--- src/rtl/watch_set_ctrl.sv ---
// Set-mode controller for the watch display: steps through hour/min/sec fields,
// turns up/down buttons into inc/dec pulses with auto-repeat, and blinks the field.
module watch_set_ctrl #(
  parameter int REPEAT_DELAY = 50_000_000,
  parameter int REPEAT_RATE  = 10_000_000,
  parameter int BLINK_HALF   = 25_000_000,
  parameter int TIMEOUT      = 500_000_000
) (
  input  logic       clk,
  input  logic       rst,
  input  logic       watch_sel,
  input  logic       btn_mode,
  input  logic       btn_up,
  input  logic       btn_down,
  output logic       set_mode,
  output logic [1:0] sel,
  output logic       o_inc,
  output logic       o_dec,
  output logic       o_blink
);

  localparam int RPT_MAX = (REPEAT_DELAY > REPEAT_RATE) ? REPEAT_DELAY : REPEAT_RATE;
  localparam int RPT_W   = (RPT_MAX > 1) ? $clog2(RPT_MAX) : 1;
  localparam int BLK_W   = (BLINK_HALF > 1) ? $clog2(BLINK_HALF) : 1;
  localparam int TO_W    = (TIMEOUT > 1) ? $clog2(TIMEOUT) : 1;

  localparam logic [RPT_W-1:0] DELAY_LIM = RPT_W'(REPEAT_DELAY - 1);
  localparam logic [RPT_W-1:0] RATE_LIM  = RPT_W'(REPEAT_RATE - 1);
  localparam logic [RPT_W-1:0] RPT_SAT   = '1;
  localparam logic [BLK_W-1:0] BLINK_LIM = BLK_W'(BLINK_HALF - 1);
  localparam logic [TO_W-1:0]  TO_LIM    = TO_W'(TIMEOUT - 1);

  typedef enum logic [1:0] {
    IDLE     = 2'd0,
    SET_HOUR = 2'd1,
    SET_MIN  = 2'd2,
    SET_SEC  = 2'd3
  } state_t;

  state_t state, state_n;

  logic             up_q, down_q, hist_valid;
  logic             armed_up, armed_down, repeating;
  logic [RPT_W-1:0] rpt_cnt;
  logic [RPT_W-1:0] rpt_lim;
  logic [BLK_W-1:0] blink_cnt;
  logic             blink_q;
  logic [TO_W-1:0]  to_cnt;

  logic in_set, to_expire, state_change;
  logic up_edge, down_edge, conflict, accept, held_armed, rpt_fire;

  // hist_valid keeps a button held across reset release from looking like a press
  assign in_set       = (state != IDLE);
  assign to_expire    = (to_cnt == TO_LIM);
  assign up_edge      = hist_valid & btn_up & ~up_q;
  assign down_edge    = hist_valid & btn_down & ~down_q;
  assign conflict     = btn_up & btn_down;
  assign state_change = (state_n != state);
  assign accept       = in_set & ~state_change & ~conflict;
  assign held_armed   = (armed_up & btn_up) | (armed_down & btn_down);
  assign rpt_lim      = repeating ? RATE_LIM : DELAY_LIM;
  assign rpt_fire     = held_armed & (rpt_cnt >= rpt_lim) & ~o_inc & ~o_dec;

  assign set_mode = in_set;
  assign sel      = state;
  assign o_blink  = ~in_set | btn_up | btn_down | blink_q;

  always_ff @(posedge clk) begin
    if (rst) state <= IDLE;
    else     state <= state_n;
  end

  // Leaving set mode (deselect or timeout) outranks a mode press
  always_comb begin
    state_n = state;
    if (in_set && (!watch_sel || to_expire)) begin
      state_n = IDLE;
    end else if (btn_mode) begin
      case (state)
        IDLE:     state_n = watch_sel ? SET_HOUR : IDLE;
        SET_HOUR: state_n = SET_MIN;
        SET_MIN:  state_n = SET_SEC;
        SET_SEC:  state_n = IDLE;
        default:  state_n = IDLE;
      endcase
    end
  end

  // A press arms its direction; only an armed, still-held button auto-repeats
  always_ff @(posedge clk) begin
    if (rst) begin
      up_q       <= 1'b0;
      down_q     <= 1'b0;
      hist_valid <= 1'b0;
      armed_up   <= 1'b0;
      armed_down <= 1'b0;
      repeating  <= 1'b0;
      rpt_cnt    <= '0;
      o_inc      <= 1'b0;
      o_dec      <= 1'b0;
    end else begin
      up_q       <= btn_up;
      down_q     <= btn_down;
      hist_valid <= 1'b1;
      o_inc      <= 1'b0;
      o_dec      <= 1'b0;
      if (!accept) begin
        armed_up   <= 1'b0;
        armed_down <= 1'b0;
        repeating  <= 1'b0;
        rpt_cnt    <= '0;
      end else if (up_edge) begin
        armed_up   <= 1'b1;
        armed_down <= 1'b0;
        repeating  <= 1'b0;
        rpt_cnt    <= '0;
        o_inc      <= 1'b1;
      end else if (down_edge) begin
        armed_up   <= 1'b0;
        armed_down <= 1'b1;
        repeating  <= 1'b0;
        rpt_cnt    <= '0;
        o_dec      <= 1'b1;
      end else if (held_armed) begin
        if (rpt_fire) begin
          o_inc     <= armed_up;
          o_dec     <= armed_down;
          repeating <= 1'b1;
          rpt_cnt   <= '0;
        end else if (rpt_cnt != RPT_SAT) begin
          rpt_cnt <= rpt_cnt + RPT_W'(1);
        end
      end else begin
        armed_up   <= 1'b0;
        armed_down <= 1'b0;
        repeating  <= 1'b0;
        rpt_cnt    <= '0;
      end
    end
  end

  // Blink phase restarts visible on every field entry
  always_ff @(posedge clk) begin
    if (rst || state_change || !in_set) begin
      blink_cnt <= '0;
      blink_q   <= 1'b1;
    end else if (blink_cnt >= BLINK_LIM) begin
      blink_cnt <= '0;
      blink_q   <= ~blink_q;
    end else begin
      blink_cnt <= blink_cnt + BLK_W'(1);
    end
  end

  always_ff @(posedge clk) begin
    if (rst || state_change || !in_set || up_edge || down_edge || btn_up || btn_down) begin
      to_cnt <= '0;
    end else if (to_cnt != TO_LIM) begin
      to_cnt <= to_cnt + TO_W'(1);
    end
  end

endmodule

--- config.mk ---
export PLATFORM = sky130hd
export DESIGN_NAME = watch_set_ctrl
export DESIGN_NICKNAME = d
export VERILOG_FILES = /design/src/rtl/watch_set_ctrl.sv
export SDC_FILE = /design/constraint.sdc
export NUM_CORES = 1
export LEC_CHECK = 0
export CAP_MARGIN = 40
export CORE_MARGIN = 2
export CORE_UTILIZATION = 60
export CTS_CLUSTER_DIAMETER = 100
export DETAILED_ROUTE_END_ITERATION = 10
export HOLD_SLACK_MARGIN = 0.02
export PLACE_DENSITY = 0.78
export SLEW_MARGIN = 15
export SYNTH_ARGS = -nofsm -noshare
export SYNTH_HDL_FRONTEND = slang
export SYNTH_SLANG_ARGS = --single-unit
--- constraint.sdc ---
create_clock -name clk -period 2.8 [get_ports clk]
set_input_delay 0.42 -clock clk [delete_from_list [all_inputs] [get_ports clk]]
set_output_delay 0.42 -clock clk [all_outputs]
set_load 0.02 [all_outputs]
==> results.cfg, run 1 <==
[critical_path]
required_ns = 3.05
cp_max_fo = 12
cp.arrival_ns = 2.79
r2r-start = repeating$_SDFFE_PP0P_
critPathLaunchType = flop
critPathCaptureType = flop
criticalPathCategory = flop to flop
cp-startpoint = repeating$_SDFFE_PP0P_

[detailed_routing]
ant_nets = 0
drtIter0Drc = 173
drc = 0
wl_per_cell_um = 14.2
dr.pass1.iters = 4
totalWireLength_mm = 9.33
vias = 3793
avgViaCountPerCell = 5.77

[clock_network]
clk_pin_slew_ns = 0.09
tritoncts = built
postCtsSetupBuffers = 0
htreeDepth = 3
cts_max_path_buffers = 2
clock_latency_ns = 0.36
cts.sinks = 91
holdBufCountCts = 0
ctsResizeCount = 0
cts_buffers = 9
cts_root_buf = clkbuf_8

[placement]
post-dp-hpwl_mm = 6.51
gp_congestion = 0.940
placed_cells = 641
port_buffers = 11
dp_slack_ns = 0.259
placed_area_sq_um = 4950

[power_and_ir_drop]
p_leak_nw = 1.70
finalPower_mw = 2.31
p_comb_share_pct = 4.3
power_frac_seq_pct = 56.5
switching_share_pct = 22.8
pwr_density_cell_nw_per_um2 = 447
netSwitchingPower_mw = 0.525
intPower_mw = 1.78
p_clk_share_pct = 39.1
ir_worst_vdd_mv = 0.350

[timing]
period_needed_ns = 2.54
fin_ws_ns = 0.256
hold_viol = 0
holdWs_ns = 0.512
finalMaxSlewViolations = 0
max-slew-margin-rel_pct = 59.0
finalSetupViolCount = 0
tightest_slew_ns = 0.612
rsz0062_at_grt = false
post-route-period-util_pct = 90.9
setup-tns-final_ns = 0
finClkSkew_ns = 0.0147
max_freq_mhz = 393

[floorplanning]
die_w_um = 92.9
dieArea_sq_um = 8620
die_h_um = 92.9
start_util_pct = 61.6
coreArea_sq_um = 7690
rows = 32
boundaryPins = 12

[grt]
grt_use_total_pct = 23.2
globalRouteOverflowTotal = 0
grt_max_degree = 30
grt_pass1_wl_mm = 16.3
antenna_found_initial = 0
grt_pass1_vias = 3703

[finish]
fin_area_sq_um = 5160
drive_gt1_share_pct = 11.4
fillerInstances = 639
utilization_pct = 67.1
nNetsFinal = 569
instances_no_fill = 657
areaGrowthSynthToFinish_pct = 8.85
diodes = 0

[yosys]
synth-seq-cells = 91
syn_nets = 552
synth-seq-area-share_pct = 38.4
syn-cell-area_sq_um = 4740
ys_types = 64
synth-edff-count = 0
synthArstFlopShare_pct = 0
synth_cells = 533
synth-main-ff-cell = dfxtp_1
syn_area_per_cell_sq_um = 8.89
yosysWarnings = 0

[worst_hold_path]
min_from = blink_cnt[21]$_SDFF_PP0_
hp-class = flop to flop

[run_status]
outcome = finished, final reports clean

[flow_run]
drv_cap = 0
[critical path, cell delays in order, from the launching register on]
cell	delay [ns]
dfxtp_1	0.39
ha_1	0.31
nand3_1	0.09
or4b_2	0.68
a2111oi_2	0.30
o211ai_1	0.17
nand2_2	0.14
buf_4	0.26
nor3_2	0.08
[Yosys cell counts, drive strengths merged (5+ instances only)]
cell type | instances | area share (%)
dfxtp | 91 | 38
inv | 11 | 0.87
xor2 | 37 | 6.8
nor3 | 42 | 6.8
xnor2 | 34 | 6.3
buf | 10 | 1.8
and4 | 10 | 1.8
a21oi | 6 | 0.63
nand2 | 45 | 3.6
mux2i | 5 | 1.1
nand4 | 22 | 3.0
or3 | 5 | 0.69
nor4 | 12 | 1.9
and3 | 15 | 2.0
nand3 | 21 | 2.3
ha | 13 | 3.4
nor2 | 81 | 6.4
and2 | 6 | 0.82
o21ai | 11 | 1.5
[final timing paths]
path	endpoint	slack, ns	cells after the start
max	rpt_cnt[15]$_SDFFE_PP0P_	0.26	8
min	blink_cnt[21]$_SDFF_PP0_	0.51	2
max reg2reg	rpt_cnt[15]$_SDFFE_PP0P_	0.26	8
min reg2reg	blink_cnt[21]$_SDFF_PP0_	0.51	2
[layer usage]
metal  up-vias  part of all wire, %  global-route usage (%)
met5         -                    0                       0
met4         0                  2.7                    9.19
met3        23                  2.9                    4.64
met2        66                   47                    38.8
met1      1779                   47                    29.3
li1       1925                    -                       -
[cells in the final DEF (no fill, tap or decap), drive strengths merged, types with 3 or more instances in the layout]
cell type,Yosys,final
o21ai,11,11
nor2,81,81
xor2,37,37
nand2,45,45
nand4,22,22
and2,6,6
or4,3,3
or3,5,5
a21oi,6,6
and4,10,10
clkdlybuf4s50,0,11
buf,10,9
nand3,21,21
nand4b,4,4
a211oi,3,3
ha,13,13
and3b,3,3
clkbuf,4,11
dfxtp,91,91
nor2b,4,4
nor4,12,12
clkinvlp,0,3
or2,3,3
nand2b,4,4
inv,11,12
mux2i,5,5
a2111oi,3,3
nor3,42,42
xnor2,34,34
and3,15,15
a31oi,3,3
a21o,4,4
[kinds of logic (layout without fill, tap and decap cells)]
family	count (synthesis)	after routing	synth area share, %
flops	91	91	38.4
fa+ha+maj	13	13	3.43
simple gates	285	285	33.9
mux	6	6	1.29
buf+inv	25	47	3.27
compound gates	42	42	6.58
xor+xnor	71	71	13.1
[power groups by stage]
stage               Sequential [mW]  Clock, mW  Combinational, mW
finish                         1.30      0.903             0.0998
global route                   1.30      0.968              0.110
CTS                            1.30      0.924             0.0994
detailed placement             1.33          0             0.0983
global placement               1.33          0             0.0967
floorplan                      1.34          0             0.0635
[area by class of cell]
| class | instances | area [sq um] | area share (%) |
|---|---|---|---|
| Clock buffer | 11 | 141 | 2.74 |
| Clock inverter | 5 | 61.3 | 1.19 |
| Inverter | 11 | 41.3 | 0.801 |
| Multi-Input combinational cell | 417 | 2760 | 53.5 |
| Sequential cell | 91 | 1820 | 35.3 |
| Tap cell | 102 | 128 | 2.47 |
| Timing Repair Buffer | 20 | 203 | 3.93 |
[flip-flops by register name, summed over array words and instances (netlist names), 2 cells and up]
name / cells
rpt_cnt: 26
sel: 2
blink_cnt: 25
to_cnt: 29
(Power assumes the default switching activity.)
==> inputs of run 2 (changes only) <==
- CAP_MARGIN: 40 -> not set
- CORE_ASPECT_RATIO: not set -> 0.8
- CTS_BUF_LIST: not set -> sky130_fd_sc_hd__clkbuf_16
==> run 2 against run 1 <==
  * Flip-flop and latch count stayed put
  * First-iteration DRC count is 13% lower
  * Wire length is 1.9% higher
  * Via count is 0.98% lower
==> results.cfg, run 2 (synthesized netlist as in run 1, its figures left out) <==
[run_status]
outcome = finished, final reports clean

[power_and_ir_drop]
power_frac_seq_pct = 47.7
p_leak_nw = 1.77
pwr_density_cell_nw_per_um2 = 519
switching_share_pct = 19.7
netSwitchingPower_mw = 0.542
p_comb_share_pct = 3.6
p_clk_share_pct = 48.7
finalPower_mw = 2.75
intPower_mw = 2.20
ir_worst_vdd_mv = 0.390

[finish]
diodes = 0
largest_reg_flops = 29
fillerInstances = 597
final_common_cell = dfxtp_1
top_regs = to_cnt: 29 flops, rpt_cnt: 26 flops, blink_cnt: 25 flops
areaGrowthSynthToFinish_pct = 11.6
nNetsFinal = 567
drive_gt1_share_pct = 10.9
final_cell_mix = dfxtp_1, nor2_1, nand2_1
top_register = to_cnt

[floorplanning]
boundaryPins = 12
rows = 28
start_util_pct = 62.9
die_w_um = 103
dieArea_sq_um = 8630
die_h_um = 83.5
coreArea_sq_um = 7530

[detailed_routing]
ant_nets = 0
avgViaCountPerCell = 5.72
drtIter0Drc = 151
totalWireLength_mm = 9.50
vias = 3756
drc = 0
wl_per_cell_um = 14.5
dr.pass1.iters = 4

[timing]
period_needed_ns = 2.51
finClkSkew_ns = 0.00559
setup-tns-final_ns = 0
max_freq_mhz = 398
finalMaxSlewViolations = 0
hold_viol = 0
rsz0062_at_grt = false
finalSetupViolCount = 0
tightest_slew_ns = 0.645
post-route-period-util_pct = 89.7
max-slew-margin-rel_pct = 56.8

[grt]
met3_usage_pct = 4.69
antenna_found_initial = 0
grt_use_met1_pct = 31.9
grt_pass1_vias = 3669
grt-busiest-layer = met2
globalRouteOverflowTotal = 0
grt_use_total_pct = 23.5
met2_usage_pct = 37.4
grt_max_degree = 30
grt_pass1_wl_mm = 16.5

[critical_path]
cp_max_fo = 14
crit_chain = ha_1 > nand3_1 > or4b_2 > a2111oi_2 > o211ai_1 > nand2_2 > buf_4 > o2111a_1
required_ns = 3.08
r2r_setup_slack_ns = 0.29
critPathCaptureType = flop
criticalPathCategory = flop to flop
critPathTopFamily = simple AND/OR/NAND/NOR gates
crit_slowest_cell = or4b_2
cp.arrival_ns = 2.79
worst-r2r-cell-count = 8
crit_buf_inv = 1
max_stage_delay_ns = 0.69
critPathLaunchType = flop
reg2reg_to = o_inc$_SDFF_PP0_
r2r-start = repeating$_SDFFE_PP0P_

[placement]
post-dp-hpwl_mm = 6.59
port_buffers = 11
gp_congestion = 0.969

[clock_network]
htreeDepth = 3
holdBufCountCts = 0
tritoncts = built
clock_latency_ns = 0.33
cts.sinks = 91
postCtsSetupBuffers = 0
ctsResizeCount = 0
cts_buffers = 9
clk_pin_slew_ns = 0.06
cts_max_path_buffers = 2
cts_root_buf = clkbuf_16

[worst_hold_path]
min_from = blink_cnt[0]$_SDFF_PP0_
worstHoldPathCells = 1
whs_endpoint = blink_cnt[0]$_SDFF_PP0_
hp-class = flop to flop

[flow_run]
drv_cap = 0
## run 2: changes by cell type in the layout (fill, tap and decap cells not counted), sizes merged
cell / change
clkinv: +1
bufinv: +2
clkbuf: -2
clkinvlp: -2
buf: -2
## run 2: power by group through the flow
stage / registers [mW] / clock network, mW / logic [mW]
after CTS: 1.31 / 1.36 / 0.0974
after floorplan: 1.34 / 0 / 0.0635
final: 1.31 / 1.34 / 0.0981
after global routing: 1.31 / 1.41 / 0.107
after detailed placement: 1.34 / 0 / 0.0963
after global placement: 1.34 / 0 / 0.0940
## run 2: final cells by class
class	instances	area (sq um)	area share [%]
Clock buffer	9	225	4.26
Tap cell	105	131	2.48
Multi-Input combinational cell	417	2760	52.2
Sequential cell	91	1820	34.5
Timing Repair Buffer	18	200	3.79
Clock inverter	6	106	2.01
Inverter	11	41.3	0.781
## run 2: worst max path at each step
| stage | from | slack (ns) | end | cells after the start |
|---|---|---|---|---|
| 2_1_floorplan | sel[1]$_SDFF_PP0_ | 0.39 | repeating$_SDFFE_PP0P_ | 11 |
| 3_3_place_gp | repeating$_SDFFE_PP0P_ | 0.41 | o_inc$_SDFF_PP0_ | 8 |
| 3_5_place_dp | repeating$_SDFFE_PP0P_ | 0.31 | o_inc$_SDFF_PP0_ | 8 |
| 4_1_cts | repeating$_SDFFE_PP0P_ | 0.28 | o_inc$_SDFF_PP0_ | 8 |
| 5_1_grt | repeating$_SDFFE_PP0P_ | 0.13 | o_inc$_SDFF_PP0_ | 8 |
| 6_report | repeating$_SDFFE_PP0P_ | 0.29 | o_inc$_SDFF_PP0_ | 8 |
## run 2: metal layers
| metal | vias to the layer above | wire, um |
|---|---|---|
| met5 | - | 0 |
| met4 | 0 | 171 |
| met3 | 16 | 260 |
| met2 | 61 | 4400 |
| met1 | 1776 | 4670 |
| li1 | 1903 | - |
## run 2: metrics by stage
step	setup slack [ns]	util [%]	hold slack [ns]	cell area, sq um	std cells
6_report	0.287	70.2	0.512	5290	657
5_1_grt	0.127	70.2	0.533	5290	657
4_1_cts	0.277	70.2	0.504	5290	657
2_1_floorplan	0.395	-	0.452	4740	533
3_3_place_gp	0.407	65.8	0.477	4960	642
3_5_place_dp	0.308	65.8	0.489	4960	642
